File: config.mk
export PLATFORM = sky130hd
export DESIGN_NAME = hcheck_sink
export DESIGN_NICKNAME = d
export VERILOG_FILES = /design/src/rtl/hcheck_sink_pkg.sv /design/src/rtl/hcheck_sink_redun.sv /design/src/rtl/hcheck_sink.sv
export SDC_FILE = /design/constraint.sdc
export NUM_CORES = 1
export LEC_CHECK = 0
export ABC_AREA = 1
export CAP_MARGIN = 0
export CORE_AREA = 2 2 74 76
export CTS_CLUSTER_DIAMETER = 30
export DETAILED_ROUTE_END_ITERATION = 7
export DIE_AREA = 0 0 76 78
export DONT_BUFFER_PORTS = 1
export PLACE_DENSITY = 0.8
export SLEW_MARGIN = 40
export SYNTH_ARGS = -nofsm -noshare
export SYNTH_HDL_FRONTEND = slang
export SYNTH_SLANG_ARGS = --single-unit
File: constraint.sdc
create_clock -name gch_clk -period 3.5 [get_ports gch_clk]
set_clock_uncertainty 0.15 [all_clocks]
set_input_delay 0.35 -clock gch_clk [delete_from_list [all_inputs] [get_ports gch_clk]]
set_output_delay 0.35 -clock gch_clk [all_outputs]
set_load 0.05 [all_outputs]
File: src/rtl/hcheck_sink_pkg.sv
// hcheck_sink_pkg: shared channel field widths and sink constants
//   No ports. Provides the default address/data/redundancy widths used by
//   hlang message sources and sinks, and the width of the ack delay counter.
package hcheck_sink_pkg;
    localparam int NS_ADDRESS_SIZE = 6;
    localparam int NS_DATA_SIZE    = 8;
    localparam int NS_REDUN_SIZE   = 4;
    localparam int DLY_W           = 8;
endpackage

File: src/rtl/hcheck_sink_redun.sv
// hredun_calc: combinational redundancy fold of a message vector
//   i_vec  in  W    {src,dst,dat}, src in the MSBs
//   o_red  out RSZ  XOR of all RSZ-bit slices after zero-extending i_vec at the top
module hredun_calc #(
    parameter int W   = 20,
    parameter int RSZ = 4
)(
    input  logic [W-1:0]   i_vec,
    output logic [RSZ-1:0] o_red
);
    localparam int N = (W + RSZ - 1) / RSZ;
    logic [N*RSZ-1:0] w_pad;
    assign w_pad = (N*RSZ)'(i_vec);
    always_comb begin
        o_red = '0;
        for (int k = 0; k < N; k++) o_red = o_red ^ w_pad[k*RSZ +: RSZ];
    end
endmodule

File: src/rtl/hcheck_sink.sv
// hcheck_sink: terminal consumer for one two-phase req/ack hlang message channel
//   gch_clk       in   clock, rising edge
//   gch_reset     in   asynchronous active-low reset
//   gch_ready     out  high once initialised
//   rcv0_req_in   in   request toggle from sender
//   rcv0_ack_out  out  acknowledge toggle to sender
//   rcv0_src/dst/dat/red  in  message fields, sampled only at the capture edge
//   rcv_count     out  saturating count of acknowledged messages
//   err_count     out  saturating count of acknowledged erroneous messages
//   err_flag      out  sticky error seen
//   last_dat      out  data of the most recently captured message
// Optional build macro HCHECK_SINK_STOP_ON_ERR_EN: halt after acking an erroneous message.
module hcheck_sink
    import hcheck_sink_pkg::*;
#(
    parameter int             ASZ     = NS_ADDRESS_SIZE,
    parameter int             DSZ     = NS_DATA_SIZE,
    parameter int             RSZ     = NS_REDUN_SIZE,
    parameter logic [ASZ-1:0] MY_ADDR = '0,
    parameter int             ACK_DLY = 0,
    parameter int             CSZ     = 16
)(
    input  logic           gch_clk,
    input  logic           gch_reset,
    output logic           gch_ready,
    input  logic           rcv0_req_in,
    output logic           rcv0_ack_out,
    input  logic [ASZ-1:0] rcv0_src,
    input  logic [ASZ-1:0] rcv0_dst,
    input  logic [DSZ-1:0] rcv0_dat,
    input  logic [RSZ-1:0] rcv0_red,
    output logic [CSZ-1:0] rcv_count,
    output logic [CSZ-1:0] err_count,
    output logic           err_flag,
    output logic [DSZ-1:0] last_dat
);
    typedef enum logic [1:0] {S_INIT, S_IDLE, S_WAIT, S_HALT} state_t;
    state_t           r_state;
    logic             r_ready;
    logic             r_ack;
    logic             r_bad;
    logic             r_flag;
    logic [CSZ-1:0]   r_rcv;
    logic [CSZ-1:0]   r_err;
    logic [DSZ-1:0]   r_last;
    logic [DLY_W-1:0] r_dly;
    logic [RSZ-1:0]   w_red;
    logic             w_pend;
    logic             w_bad;
    hredun_calc #(.W(2*ASZ+DSZ), .RSZ(RSZ)) u_red (
        .i_vec ({rcv0_src, rcv0_dst, rcv0_dat}),
        .o_red (w_red)
    );
    assign w_pend = rcv0_req_in != r_ack;
    assign w_bad  = (rcv0_dst != MY_ADDR) || (rcv0_red != w_red);
    always_ff @(posedge gch_clk or negedge gch_reset) begin
        if (!gch_reset) begin
            r_state <= S_INIT;
            r_ready <= 1'b0;
            r_ack   <= 1'b0;
            r_bad   <= 1'b0;
            r_flag  <= 1'b0;
            r_rcv   <= '0;
            r_err   <= '0;
            r_last  <= '0;
            r_dly   <= '0;
        end else begin
            case (r_state)
                S_INIT: begin
                    r_ready <= 1'b1;
                    r_state <= S_IDLE;
                end
                S_IDLE: if (w_pend) begin
                    r_last  <= rcv0_dat;
                    r_bad   <= w_bad;
                    r_dly   <= DLY_W'(ACK_DLY);
                    r_state <= S_WAIT;
                end
                S_WAIT: if (r_dly == '0) begin
                    r_ack <= ~r_ack;
                    r_rcv <= (&r_rcv) ? r_rcv : r_rcv + 1'b1;
                    // err_count can only move together with rcv_count, so it never overtakes it
                    if (r_bad && !(&r_err)) r_err <= r_err + 1'b1;
                    if (r_bad) r_flag <= 1'b1;
`ifdef HCHECK_SINK_STOP_ON_ERR_EN
                    r_state <= r_bad ? S_HALT : S_IDLE;
`else
                    r_state <= S_IDLE;
`endif
                end else begin
                    r_dly <= r_dly - 1'b1;
                end
                default: r_state <= r_state;
            endcase
        end
    end
    assign gch_ready    = r_ready;
    assign rcv0_ack_out = r_ack;
    assign rcv_count    = r_rcv;
    assign err_count    = r_err;
    assign err_flag     = r_flag;
    assign last_dat     = r_last;
endmodule

==> reports/metrics.yaml <==
outcome:
  outcome: "finished, final reports clean"
timing:
  layout_min_cycle_time_ns: 2.328
  tns_ns: 0
  max_freq_mhz: 429.6
  hold_viol_final: 0
  tightest_slew_ns: 0.6411
  fin_ws_ns: 1.172
  fin_crit_sh_pct: 66.50
  rsz0062_at_grt: "no"
  final-setup-viol-count: 0
  hold_slack_ns: 0.04038
  slew_viol_final: 0
  relSlewSlack_pct: 57.26
cells_and_area:
  multiInputGateArea_um2: 1600
  antenna_cells: 0
  drive_gt1_share_pct: 7.820
  syn2layout_area_growth_pct: 6.434
  regArea_um2: 1351
  final_util_pct: 67.32
  final_nets: 452
  design_area_um2: 3395
  nFillCells: 418
pwr:
  p_switching_mw: 0.2290
  seqPwrFrac_pct: 57.3
  power_frac_comb_pct: 5.3
  power.leakage_nw: 1.650
  powerDensity_nw_per_um2: 320.6
  internal_power_mw: 0.8594
  ir_drop_mv: 0.1285
  switching_share_pct: 21.04
  p_clk_share_pct: 37.4
worst_setup_path:
  crit_path_top_delay_cell: "dfrtp_1"
  r2r-start: "err_count[0]"
  endpoint_kind: "register"
  slowest_delay_ns: 0.72
  crit_arrival_ns: 2.34
  reg2reg_depth: 8
  r2r-end: "err_count[12]"
  path_max_fanout: 18
  crit_type: "reg -> reg"
  r2r_setup_slack_ns: 1.17
  cp-start-kind: "register"
  startpoint: "err_count[0]"
  crit_required_ns: 3.52
  crit_path_end: "err_count[12]"
  crit_chain: "ha_1 -> nand2_1 -> nor2_4 -> nand3_2 -> or2_4 -> nand2_8 -> nor2_1 -> xor2_1"
hold_path:
  min_path_type: "in -> reg"
synthesis:
  synth.distinct_cells: 37
  yosys_warnings: 0
  synth_area_um2: 3189
  yosysSeqAreaShare_pct: 42.37
  synth_edf_count: 0
  synthFlopType: "dfrtp_1"
  syn-num-nets: 446
  netlist_instances: 415
  ys_async_sr_fraction_pct: 100.0
  synth-seq-cells: 54
  synth.avg_cell_area_um2: 7.685
global_route:
  overflow: 0
  grtUsageTotal_pct: 22.28
  gr-max-usage-layer: "met2"
  grt_use_met3_pct: 7.674
  grt_use_met1_pct: 26.94
  grt_pass1_vias: 2504
  grt_pass1_wl_mm: 10.85
  antenna_found_initial: 0
  grt_max_degree: 55
  use_met2_pct: 37.50
routing:
  wl_mm: 6.071
  drc: 0
  vias: 2588
  first_iter_violations: 187
  routedWlPerCell_um: 12.34
  drtAntennaViolNets: 0
  first_pass_iters: 4
  vias_per_cell: 5.260
floorplanning:
  placementRows: 26
  ios: 70
  core-area_um2: 5042
  die_area_um2: 5928
  start_util_pct: 63.25
  dieWidth_um: 76
  die_h_um: 78
clock_tree:
  clockRootBuffer: "clkbuf_8"
  clk_pin_slew_worst_paths_ns: 0.09
  cts_tree: "done"
  cts_inserted_buffers: 5
  htreeDepth: 2
  clock_latency_ns: 0.30
  cts-resized-gates: 0
  cts_num_sinks: 54
  cts_buffer_depth: 2
placement:
  globalplace.congestion: 0.8482
  io_buffers: 0
  dp_hpwl_mm: 4.464
  placed_cell_area_um2: 3251
  post-place-ws_ns: 1.203
job:
  maxCapViolCount: 0
==> area by class of cell <==
| class | count | share of cell area [%] |
|---|---|---|
| Clock buffer | 7 | 2.248 |
| Clock inverter | 1 | 0.8846 |
| Inverter | 51 | 5.787 |
| Multi-Input combinational cell | 305 | 47.14 |
| Sequential cell | 54 | 39.81 |
| Tap cell | 70 | 2.580 |
| Timing Repair Buffer | 4 | 1.548 |
==> sequential cells by signal, indices dropped and copies added (netlist names) <==
name and count:
rcv_count 16, err_count 16, gch_ready 1, err_flag 1
r_state 2, r_dly 8, last_dat 8, rcv0_ack_out 1
r_bad 1
==> cell families after synthesis <==
logic type | Yosys count | share of synthesized area (%)
simple gates | 240 | 34.09
buf+inv | 56 | 7.454
compound gates | 27 | 5.022
xor+xnor | 32 | 8.788
mux | 2 | 0.7061
fa+ha+maj | 4 | 1.569
flops | 54 | 42.37
==> what timing repair did <==
item / 4_1_cts / 5_1_grt
hold buffers: 2 / 0
hold endpoints to repair: 54 / 0
buffers inserted: 0 / 0
==> how the worst min path moves through the flow <==
| stage | start | to | slack [ns] | cells past startpoint |
|---|---|---|---|---|
| finish | rcv0_dat[7] | last_dat[7] | 0.04 | 1 |
| global route | rcv0_dat[7] | last_dat[7] | 0.02 | 1 |
| CTS | rcv0_dat[7] | last_dat[7] | 0.03 | 1 |
| detailed placement | gch_reset | err_count[9] | -0.09 | 0 |
| global placement | gch_reset | err_count[9] | -0.09 | 0 |
| floorplan | gch_reset | err_count[0] | -0.1 | 0 |
==> synthesized netlist by cell type (all sizes together) (3+ instances only) <==
cell	number	area share, %
nand3b	7	1.6
dfrtp	54	42
o21ai	19	3.3
nor2	40	5.5
xor2	20	5.5
buf	3	1.1
ha	4	1.6
nor3	8	1.4
nand4	7	1.4
nand3	33	6.0
xnor2	12	3.3
inv	51	6.2
nand2	143	18
==> critical path, delay by kind of cell (launching register included) <==
| family | cells | cell delay [ns] |
|---|---|---|
| xor+xnor | 1 | 0.13 |
| fa+ha+maj | 1 | 0.31 |
| simple gates | 6 | 0.88 |
| flops | 1 | 0.72 |
==> layer usage <==
layer / up-vias / share of wire, %
met4: 0 / 1.4
met3: 8 / 8.6
met2: 92 / 48
met5: - / 0
met1: 1169 / 42
li1: 1319 / -
==> power by group through the flow <==
stage | Combinational (mW) | Clock [mW] | Sequential [mW]
2_1_floorplan | 0.0373 | 0 | 0.636
3_3_place_gp | 0.0405 | 0 | 0.636
3_5_place_dp | 0.0425 | 0 | 0.636
4_1_cts | 0.0598 | 0.420 | 0.623
5_1_grt | 0.0697 | 0.450 | 0.623
6_report | 0.0582 | 0.407 | 0.623
==> through the flow <==
stage / cells / total power, mW
floorplan: 415 / 0.6732
global placement: 482 / 0.6764
detailed placement: 482 / 0.6783
CTS: 492 / 1.103
global route: 492 / 1.143
finish: 492 / 1.088
==> placed cells by master (no fill, tap or decap) <==
cell and n:
a21boi_0 1, a21boi_1 1, a21oi_1 2, buf_16 1, buf_4 2, bufinv_16 1, clkbuf_1 2, clkbuf_8 5
dfrtp_1 54, dlygate4sd3_1 1, ha_1 4, inv_1 48, inv_2 1, inv_4 2, mux2_2 2, nand2_1 140
nand2_2 1, nand2_4 1, nand2_8 1, nand3_1 29, nand3_2 3, nand3_4 1, nand3b_1 7, nand4_1 7
nor2_1 34, nor2_2 4, nor2_4 2, nor3_1 7, nor3_2 1, o21ai_0 13, o21ai_1 3, o21ai_2 3
o21bai_1 1, o22ai_1 1, o31ai_1 2, or2_2 1, or2_4 1, xnor2_1 12, xor2_1 20
Note: power is estimated with default switching activity, not from simulation.
